## config.mk

```make
export PLATFORM = sky130hd
export DESIGN_NAME = imem_program_loader
export DESIGN_NICKNAME = d
export VERILOG_FILES = /design/src/rtl/imem_program_loader.sv
export SDC_FILE = /design/constraint.sdc
export NUM_CORES = 1
export LEC_CHECK = 0
export CORE_ASPECT_RATIO = 0.6
export CORE_MARGIN = 4
export CORE_UTILIZATION = 54
export DETAILED_ROUTE_END_ITERATION = 16
export GPL_ROUTABILITY_DRIVEN = 0
export PLACE_DENSITY = 0.93
export SYNTH_ARGS = -nofsm -noshare
export SYNTH_HDL_FRONTEND = slang
export SYNTH_SLANG_ARGS = --single-unit
export TNS_END_PERCENT = 30
```

## constraint.sdc

```tcl
create_clock -name clk -period 3.65 [get_ports clk]
set_input_delay 0.5475 -clock clk [delete_from_list [all_inputs] [get_ports clk]]
set_output_delay 0.5475 -clock clk [all_outputs]
set_load 0.05 [all_outputs]
```

## src/rtl/imem_program_loader.sv

```systemverilog
//==============================================================================
// Module   : imem_program_loader
// Purpose  : Packs a 2-byte compact instruction stream into 27-bit imem words.
// Revision : 1.0 - initial release
//==============================================================================
`default_nettype none

module imem_program_loader #(
  parameter int ADDR_W = 6,
  parameter int DEPTH  = 64
) (
  input  logic              clk,
  input  logic              rst,
  input  logic              load_start,
  input  logic [7:0]        rx_data,
  input  logic              rx_valid,
  output logic              rx_ready,
  output logic              imem_we,
  output logic [ADDR_W-1:0] imem_addr,
  output logic [26:0]       imem_wdata,
  output logic              busy,
  output logic              done,
  output logic              full,
  output logic              err_illegal,
  output logic [ADDR_W:0]   word_count
);

  localparam logic [2:0] S_IDLE = 3'd0;
  localparam logic [2:0] S_B0   = 3'd1;
  localparam logic [2:0] S_B1   = 3'd2;
  localparam logic [2:0] S_WR   = 3'd3;
  localparam logic [2:0] S_DONE = 3'd4;

  localparam logic [ADDR_W-1:0] LAST_ADDR = ADDR_W'(DEPTH - 1);
  localparam logic [4:0]        MAX_OP    = 5'd22;

  logic [2:0]        state_q, state_d;
  logic [7:0]        byte0_q, byte0_d;
  logic [26:0]       wdata_q, wdata_d;
  logic [ADDR_W-1:0] addr_q, addr_d;
  logic [ADDR_W:0]   cnt_q, cnt_d;
  logic              done_q, done_d;
  logic              full_q, full_d;
  logic              err_q, err_d;
  logic              rx_ready_q, busy_q, we_q;

  logic              w_xfer;
  logic              w_end;
  logic              w_illegal;
  logic [4:0]        w_idx;
  logic [22:0]       w_op;

  assign w_xfer    = rx_valid && rx_ready_q;
  assign w_idx     = rx_data[4:0];
  assign w_end     = (byte0_q == 8'hFF) && (rx_data == 8'hFF);
  assign w_illegal = (rx_data[7:5] != 3'b000) || (w_idx > MAX_OP) || (byte0_q[3:0] != 4'b0000);
  // op_idx 0 is NOOP (all-zero op); 1..22 select one-hot bit idx-1
  assign w_op      = ((w_idx == 5'd0) || (w_idx > MAX_OP)) ? 23'd0 : (23'd1 << (w_idx - 5'd1));

  always_comb begin
    state_d = state_q;
    byte0_d = byte0_q;
    wdata_d = wdata_q;
    addr_d  = addr_q;
    cnt_d   = cnt_q;
    done_d  = done_q;
    full_d  = full_q;
    err_d   = err_q;

    case (state_q)
      S_IDLE: ;
      S_B0: begin
        if (w_xfer) begin
          byte0_d = rx_data;
          state_d = S_B1;
        end
      end
      S_B1: begin
        if (w_xfer) begin
          if (w_end) begin
            done_d  = 1'b1;
            state_d = S_DONE;
          end else if (w_illegal) begin
            err_d   = 1'b1;
            state_d = S_B0;
          end else begin
            wdata_d = {byte0_q[7:4], w_op};
            state_d = S_WR;
          end
        end
      end
      S_WR: begin
        cnt_d = cnt_q + (ADDR_W+1)'(1);
        // address saturates at the last word so it never leaves the memory
        if (addr_q == LAST_ADDR) begin
          full_d  = 1'b1;
          done_d  = 1'b1;
          state_d = S_DONE;
        end else begin
          addr_d  = addr_q + ADDR_W'(1);
          state_d = S_B0;
        end
      end
      S_DONE: ;
      default: state_d = S_IDLE;
    endcase

    // restart wins over everything; a write already on the port still completes
    if (load_start) begin
      state_d = S_B0;
      addr_d  = '0;
      cnt_d   = '0;
      done_d  = 1'b0;
      full_d  = 1'b0;
      err_d   = 1'b0;
    end
  end

  always_ff @(posedge clk or posedge rst) begin
    if (rst) begin
      state_q    <= S_IDLE;
      byte0_q    <= '0;
      wdata_q    <= '0;
      addr_q     <= '0;
      cnt_q      <= '0;
      done_q     <= 1'b0;
      full_q     <= 1'b0;
      err_q      <= 1'b0;
      rx_ready_q <= 1'b0;
      busy_q     <= 1'b0;
      we_q       <= 1'b0;
    end else begin
      state_q    <= state_d;
      byte0_q    <= byte0_d;
      wdata_q    <= wdata_d;
      addr_q     <= addr_d;
      cnt_q      <= cnt_d;
      done_q     <= done_d;
      full_q     <= full_d;
      err_q      <= err_d;
      rx_ready_q <= (state_d == S_B0) || (state_d == S_B1);
      busy_q     <= (state_d == S_B0) || (state_d == S_B1) || (state_d == S_WR);
      we_q       <= (state_d == S_WR);
    end
  end

  assign rx_ready    = rx_ready_q;
  assign imem_we     = we_q;
  assign imem_addr   = addr_q;
  assign imem_wdata  = wdata_q;
  assign busy        = busy_q;
  assign done        = done_q;
  assign full        = full_q;
  assign err_illegal = err_q;
  assign word_count  = cnt_q;

endmodule

`default_nettype wire

```

; ---- Word level (Yosys, flattened, before mapping)
; Cells that the tools add are included.
[totals]
output_inout_bits = 46
regBits = 57
input_bits = 12
elab_cells = 82
[op_classes]
shift = 1
add_sub_neg = 3
n_lt_le_gt_ge = 1
reduce_logical = 24
n_mux = 25
bitwise = 2
eq_ne = 15
[ops]
columns = operator, n
row1 = $mux W23, 1
row2 = $shl A1 B5 Y23 const A, 1
row3 = $mux W6, 3
row4 = $eq A8 B8 Y1 const B, 2
row5 = $mux W3, 5
row6 = $mux W7, 2
row7 = $eq A3 B2 Y1 const B, 4
row8 = $pmux W3 S4, 1
row9 = $reduce_and A4 Y1, 3
row10 = $mux W1, 11
row11 = $reduce_bool A2 Y1, 5
row12 = $ne A3 B3 Y1 const B, 3
row13 = $add A7 B1 Y7 const B, 1
row14 = $add A6 B1 Y6 const B, 1
row15 = $eq A3 B1 Y1 const B, 2
row16 = $eq A6 B6 Y1 const B, 1
row17 = $reduce_and A2 Y1, 3
row18 = $reduce_bool A3 Y1, 2
row19 = $gt A5 B5 Y1 const B, 1
row20 = $logic_not A5 Y1, 1
row21 = $logic_or A1 B1 Y1, 5
row22 = $sub A5 B1 Y5 const B, 1
row23 = $ne A2 B2 Y1 const B, 2
row24 = $reduce_bool A4 Y1, 1
row25 = 7 further kinds, 9

; ---- Depth between registers and ports, before layout
; Gate-level depths: netlist of the first run.
[depth]
word_depth = 11
ltp_mapped = 7
mapped_depth_nobuf = 6

; ---- Worst setup path after synthesis of the first run
; OpenSTA, ideal clock, no wires.
[synth_timing]
kind = input -> register
start = input rx_data[7]
end = register wdata_q[10], in the netlist imem_wdata[10]
path_stages = 5
path_buffers = 1
path_slack_ps = 1415
required_time_ps = 3525
setup_ps = 125
arrival_ps = 2111
cell_sequence = or3_1 -> a211o_2 -> nor3_4 -> buf_6 -> mux2_2
[synth_between]
elab_chain_cells = 5
elab_cells_between_ends = 8
classes_between = eq/ne (1) / bitwise (2) / reduce/logical (5)
[synth_lines]
columns = element, line_no
row1 = from (decl), 15  ; input logic [7:0] rx_data,
row2 = "parallel branches: the longest is 4 deep, another holds $eq A8 B8 Y1", --
row3 = $reduce_and A4 Y1 (no source line) (*), --
row4 = to (signal assigned), 135  ; wdata_q <= wdata_d;
row5 = to (decl), 39  ; logic [26:0] wdata_q, wdata_d;
; Every way passes the cells marked *.
; A chain may end at the register's enable or synchronous reset.

; ---- Final worst setup path of the first run
[layout_timing]
start = input rx_data[1]
end = register wdata_q[6], in the netlist imem_wdata[6]
[layout_between]
elab_chain_cells = 5
elab_cells_between_ends = 13
classes_between = add/sub (1) / order compare (1) / eq/ne (1) / shift (1) / mux (1) / bitwise (2) / reduce/logical (6)
[layout_lines]
columns = element, line_no
row1 = $gt A5 B5 Y1, "56, 58"
row2 = $logic_or A1 B1 Y1 (2 in a row), 56  ; assign w_illegal = (rx_data[7:5] != 3'b000) || (w_idx > MAX_OP) || (byte0_q[3:0] != 4'b0000);
row3 = $not A1 Y1 (no source line), --
row4 = $reduce_and A4 Y1 (no source line), --
; Parallel ways exist; a longest one is shown, timed or not.

==> results of run 1 <==
worst max-delay path by stage:
stage,endpoint,slack (ps)
6_report,imem_wdata[6],1090
3_3_place_gp,imem_wdata[23],850
4_1_cts,imem_wdata[23],1110
3_5_place_dp,imem_wdata[23],750
2_1_floorplan,imem_wdata[10],1410
5_1_grt,imem_wdata[0],1000
critical path, cell delays in order:
cell and delay [ps]:
clkdlybuf4s50_1 610, and3_1 290, a211o_2 370, nor3_4 200, buf_4 360, mux2_2 380
final cells by class:
class	instances	area, um2	share of cell area
clock buffer	12	155.1	0.04574
clock inverter	3	40.04	0.01180
inverter	1	3.754	0.001107
multi-input combinational	157	1102	0.3250
sequential	57	1426	0.4205
tap	63	78.83	0.02324
timing repair buffer	59	585.6	0.1726
kinds of logic after synthesis:
kind of cell	count (synthesis)
xor+xnor	10
flops	57
buf+inv	10
fa+ha+maj	2
mux	34
simple gates	92
compound gates	19
cell usage after synthesis (3+ instances only):
master and count:
dfrtp_1 57, mux2_2 34, nor2_1 34, nand2_1 14, nand3_1 7, a21oi_1 6
clkbuf_1 6, nor3_1 6, xnor2_1 5, xor2_1 5, and3_1 3, nand2b_1 3
nand3b_1 3, nand4b_1 3, or3_1 3
registers in the layout, summed over array words and instances (netlist names), 3 cells and up:
signal and cells:
imem_addr 6, state_q 3, byte0_q 8, imem_wdata 27, word_count 7
power by group:
part	total, uW	internal (uW)	switching, uW
sequential	715	674	41.0
combinational	173	74.3	98.9
clock	576	346	230
total	1460	1090	370
per-stage QoR:
| step | worst slack, ps | cell area (um2) | cells | util | total power [uW] |
|---|---|---|---|---|---|
| global placement | 850.3 | 3197 | 337 | 0.6932 | 885.8 |
| CTS | 1106 | 3392 | 352 | 0.7355 | 1473 |
| floorplan | 1415 | 2592 | 224 | - | 831.5 |
| global route | 1002 | 3392 | 352 | 0.7355 | 1526 |
| detailed placement | 752.3 | 3197 | 337 | 0.6932 | 894.6 |
| finish | 1094 | 3392 | 352 | 0.7355 | 1465 |
routing by layer:
metal / global-route usage / vias to the layer above / wire length, um
li1: - / 906 / -
met1: 0.2925 / 944 / 2720
met2: 0.3213 / 87 / 2557
met3: 0.08032 / 12 / 452
met4: 0.09073 / 0 / 79
met5: 0 / - / 0
==> key figures, run 1 <==
Outcome
  • Status: finished, final reports clean

Finish
  • Nets: 299
  • Most frequent cells in the layout: dfrtp_1, clkdlybuf4s50_1, nor2_1, mux2_2, nand2_1
  • Ant. Diodes: 0
  • P&R area growth vs syn: 30.84%
  • Share of cells above drive strength 1: 0.2007
  • Filler cell count: 322

Synthesis
  • Complex-gate fraction of the synthesized area: 0.05164
  • Seq/Total Area, Yosys: 0.5502
  • Synth top area cells: dfrtp_1, mux2_2, nor2_1
  • Synth Net Count: 238
  • Xor/xnor share of the synthesized area: 0.03378
  • Async set-reset flop share out of synthesis: 1.000
  • Number of synthesized flops with an enable pin: 0
  • Adder-cell share of the synthesized area: 0.009653
  • Syn_area_per_cell: 11.57 um2
  • Synth Warn #: 0
  • Simple-gate area share of the yosys netlist: 0.1824
  • Cell Area, Synth: 2592 um2
  • Prevailing post-synth register cell: dfrtp_1
  • Flip-flop and latch count after synthesis: 57
  • Post-synth cell types: 39
  • Portion of netlist area occupied by mux cells: 0.1477
  • Share of the synthesized area in the top cell type: 0.5502
  • Post-Syn Instances: 224
  • Largest family of logic cells by synthesized area: simple AND/OR/NAND/NOR gates
  • Synth area leader: dfrtp_1

Timing
  • Crit share post-route: 0.7002
  • RSZ-0062 raised after global routing: no
  • Skew final: 8.045 ps
  • Final Hold Fails: 0
  • Fmax: 0.3913 GHz
  • Post-Route Setup TNS: 0 ps
  • Setup violators final: 0
  • Worst slew pin tran: 668.4 ps
  • Min Tclk post-route: 2556 ps
  • Fin. max-slew vios: 0
  • Worst hold margin: 502.6 ps
  • Max_slew headroom: 0.5530

Global route
  • Initial antenna violation count: 0
  • GRT overflow: 0
  • All-Layer GR Usage: 0.2164
  • Largest net degree at the start of global routing: 39
  • Global-route wire length before repair: 9922 um
  • Vias in the first global route: 2002

Setup path
  • Type of origin of the critical path: primary input
  • Worst reg2reg path startpoint: byte0_q[1]
  • Crit Path Class: in2reg
  • Worst Path Max Fanout: 25
  • Crit path arrival time: 2770 ps
  • FF-to-FF path depth: 5
  • Crit path launch: rx_data[1]
  • Crit. End Element: flop
  • Reg-to-Reg End: imem_wdata[6]
  • Internal reg-to-reg setup slack: 1430 ps
  • Worst EP required: 3870 ps

Clock tree
  • Post-CTS Setup Bufs: 0
  • CTS H-tree lvls: 3
  • CTS buffer count: 9
  • Clk Latency, worst-skew pair: 330 ps
  • TritonCTS clock tree: yes
  • Root Buffer: clkbuf_8
  • Longest Clk Path Bufs: 2
  • Hold Buf Count CTS: 0
  • CTS clock-pin slew for the worst setup and hold paths: 60 ps
  • Sinks on Clock Net: 57
  • Post_cts resized: 0

Drt
  • Routed Antenna Nets: 0
  • WL final: 5809 um
  • Via count: 1949
  • DRC violations left: 0
  • Wire per inst: 16.50 um
  • DRT iter0 DRCs: 178
  • Via density: 5.537
  • Pre-Repair DR Iteration Count: 5

Placed design
  • Port bufs: 57
  • Post-detail-place hpwl: 4155 um

Floorplan
  • Row count: 19
  • Ports: 58
  • Die ar.: 6010 um2
  • Die width: 97.45 um
  • Starting Density: 0.5621
  • Die H: 61.67 um
  • Core Box Area: 4612 um2

Flow run
  • Maxcap violations: 0

Hold path
  • Min-delay src: imem_wdata[11]
  • Hold Path End: imem_wdata[11]
  • Worst Hold Class: reg2reg
  • Hold depth: 1

Power
  • Cell Pwr Density: 431.8 nW/um2
  • Maximum VDD drop: 0.0002620 V
  • Cell leakage power: 0.001489 uW
Power figures use the tool's default switching activity.
==> run 2: changes to the inputs <==
--- a/config.mk
+++ b/config.mk
@@ -7,10 +7,10 @@
 export LEC_CHECK = 0
 export CORE_ASPECT_RATIO = 0.6
 export CORE_MARGIN = 4
-export CORE_UTILIZATION = 54
+export CORE_UTILIZATION = 45
 export DETAILED_ROUTE_END_ITERATION = 16
 export GPL_ROUTABILITY_DRIVEN = 0
-export PLACE_DENSITY = 0.93
+export PLACE_DENSITY = 0.83
 export SYNTH_ARGS = -nofsm -noshare
 export SYNTH_HDL_FRONTEND = slang
 export SYNTH_SLANG_ARGS = --single-unit
==> constraint.sdc (replaced) <==
create_clock -name clk -period 2.1 [get_ports clk]
set_input_delay 0.315 -clock clk [delete_from_list [all_inputs] [get_ports clk]]
set_output_delay 0.315 -clock clk [all_outputs]
set_load 0.05 [all_outputs]
==> run 2 against run 1 <==
Net effect: register-to-register slack lost 1300 ps; core utilization decreased by 10 points; combinational power grew 86%; global-route usage is 3.3 points lower; critical path depth is the same; sequential share of layout area fell by 1.4 points; non-clock buffer count increased by 12; die area rose by 18%; sequential power increased by 73%; critical endpoint is now imem_wdata[23]; highest routed layer unchanged.
==> key figures, run 2 (synthesis results as in run 1) <==
Global route
  • Largest net degree at the start of global routing: 24 (was 39)
  • Initial antenna violation count: 0 (unchanged)
  • Global-route wire length before repair: 9735 um (was 9922 um)
  • Vias in the first global route: 2011 (was 2002)
  • All-Layer GR Usage: 0.1832 (was 0.2164)
  • GRT overflow: 0 (unchanged)

Drt
  • Via count: 1979 (was 1949)
  • Wire per inst: 15.39 um (was 16.50 um)
  • DRC violations left: 0 (unchanged)
  • Pre-Repair DR Iteration Count: 4 (was 5)
  • Routed Antenna Nets: 0 (unchanged)
  • WL final: 5848 um (was 5809 um)
  • DRT iter0 DRCs: 174 (was 178)
  • Via density: 5.208 (was 5.537)

Setup path
  • Crit Path Class: in2reg (unchanged)
  • Reg-to-Reg End: imem_wdata[23] (was imem_wdata[6])
  • Crit path arrival time: 2280 ps (was 2770 ps)
  • Internal reg-to-reg setup slack: 110 ps (was 1430 ps)
  • Worst Path Max Fanout: 9 (was 25)
  • Type of origin of the critical path: primary input (unchanged)
  • Crit. End Element: flop (unchanged)
  • FF-to-FF path depth: 5 (unchanged)
  • Worst EP required: 2310 ps (was 3870 ps)
  • Worst reg2reg path startpoint: byte0_q[1] (unchanged)

Placed design
  • Post-detail-place hpwl: 4325 um (was 4155 um)
  • Port bufs: 57 (unchanged)

Finish
  • Ant. Diodes: 0 (unchanged)
  • Max FFs per register: 27 (unchanged)
  • Most frequent cells in the layout: dfrtp_1, clkdlybuf4s50_1, nor2_1, mux2_2, nand2_1 (unchanged)
  • Filler cell count: 457 (was 322)
  • Most common cell after layout, fill and taps aside: dfrtp_1
  • P&R area growth vs syn: 35.47% (was 30.84%)
  • Nets: 311 (was 299)
  • Share of cells above drive strength 1: 0.2300 (was 0.2007)

Floorplan
  • Die ar.: 7080 um2 (was 6010 um2)
  • Starting Density: 0.4654 (was 0.5621)
  • Die H: 66.80 um (was 61.67 um)
  • Core Box Area: 5570 um2 (was 4612 um2)
  • Die width: 106.0 um (was 97.45 um)
  • Ports: 58 (unchanged)
  • Row count: 21 (was 19)

Clock tree
  • Post-CTS Setup Bufs: 0 (unchanged)
  • Longest Clk Path Bufs: 2 (unchanged)
  • CTS buffer count: 9 (unchanged)
  • Root Buffer: clkbuf_8 (unchanged)
  • TritonCTS clock tree: yes (unchanged)
  • Sinks on Clock Net: 57 (unchanged)
  • CTS clock-pin slew for the worst setup and hold paths: 60 ps (about the same)
  • CTS H-tree lvls: 3 (unchanged)
  • Clk Latency, worst-skew pair: 330 ps (about the same)

Power
  • Cell leakage power: 0.001554 uW (was 0.001489 uW)
  • Seq pwr share: 0.511 (was 0.488)
  • Maximum VDD drop: 0.0002999 V (was 0.0002620 V)
  • Internal: 1800 uW (was 1094 uW)
  • Comb pwr share: 0.132 (was 0.118)
  • Sw Pwr: 628.6 uW (was 370.3 uW)
  • Sw frac: 0.2589 (was 0.2528)
  • Clk pwr share: 0.357 (was 0.394)
  • Cell Pwr Density: 691.4 nW/um2 (was 431.8 nW/um2)

Timing
  • Post-Route Setup TNS: 0 ps (unchanged)
  • Setup violators final: 0 (unchanged)
  • Min Tclk post-route: 2066 ps
  • Worst hold margin: 323.6 ps (was 502.6 ps)
  • Fin. max-slew vios: 0 (unchanged)
  • Final Hold Fails: 0 (unchanged)
  • Worst slew pin tran: 532.9 ps (was 668.4 ps)
  • Crit share post-route: 0.9839
  • Fmax: 0.4840 GHz
  • Max_slew headroom: 0.6436 (was 0.5530)
  • Skew final: 6.575 ps (was 8.045 ps)

Flow run
  • Maxcap violations: 0 (unchanged)

Outcome
  • Status: finished, final reports clean (unchanged)

Hold path
  • Worst Hold Class: in2async (was reg2reg)
## run 2: worst max path at each step
stage / to / start / slack (ps)
final: imem_wdata[23] / rx_data[7] / 30
after floorplan: imem_wdata[10] / byte0_q[1] / 70
after CTS: imem_wdata[23] / rx_data[7] / 60
after detailed placement: imem_wdata[23] / rx_data[7] / -290
after global routing: imem_wdata[20] / rx_data[7] / -10
after global placement: imem_wdata[18] / rx_data[7] / -240
## run 2: per-layer routing
metal,track usage,share of wire,vias up
met3,0.07454,0.076,14
met1,0.2468,0.48,953
li1,-,-,932
met5,0,0,-
met2,0.2595,0.42,80
met4,0.08078,0.024,0
## run 2: metrics by stage
| step | area (um2) | total power, uW | setup WS (ps) | cells | utilization |
|---|---|---|---|---|---|
| after floorplan | 2592 | 1445 | 72.90 | 224 | - |
| after global placement | 3333 | 1563 | -241.3 | 366 | 0.5984 |
| after detailed placement | 3333 | 1571 | -287.4 | 366 | 0.5984 |
| after CTS | 3496 | 2445 | 55.31 | 380 | 0.6276 |
| after global routing | 3512 | 2548 | -10.00 | 380 | 0.6305 |
| final | 3512 | 2428 | 33.79 | 380 | 0.6305 |
## run 2: worst max-delay path, cell delays in order
cell             delay, ps
clkdlybuf4s50_1        450
or3_4                  410
a211o_2                360
nor3_4                 180
buf_4                  220
mux2_2                 350
## run 2: area by class of cell
class | count | area, um2 | share of cell area
Timing Repair Buffer | 71 | 705.7 | 0.2009
Inverter | 1 | 3.754 | 0.001069
Clock buffer | 14 | 162.7 | 0.04631
Multi-Input combinational cell | 157 | 1114 | 0.3171
Tap cell | 80 | 100.1 | 0.02850
Sequential cell | 57 | 1426 | 0.4061
## run 2: power groups by stage
| stage | Combinational, uW | Sequential (uW) | Clock (uW) |
|---|---|---|---|
| 2_1_floorplan | 167 | 1280 | 0 |
| 5_1_grt | 350 | 1250 | 944 |
| 3_3_place_gp | 310 | 1250 | 0 |
| 3_5_place_dp | 319 | 1250 | 0 |
| 4_1_cts | 319 | 1230 | 891 |
| 6_report | 321 | 1240 | 868 |
## run 2: what timing repair did
| action | in CTS | in global routing |
|---|---|---|
| resized for setup | 0 | 4 |
| hold buffers | 0 | 0 |
| endpoints found under the setup margin | 0 | 26 |
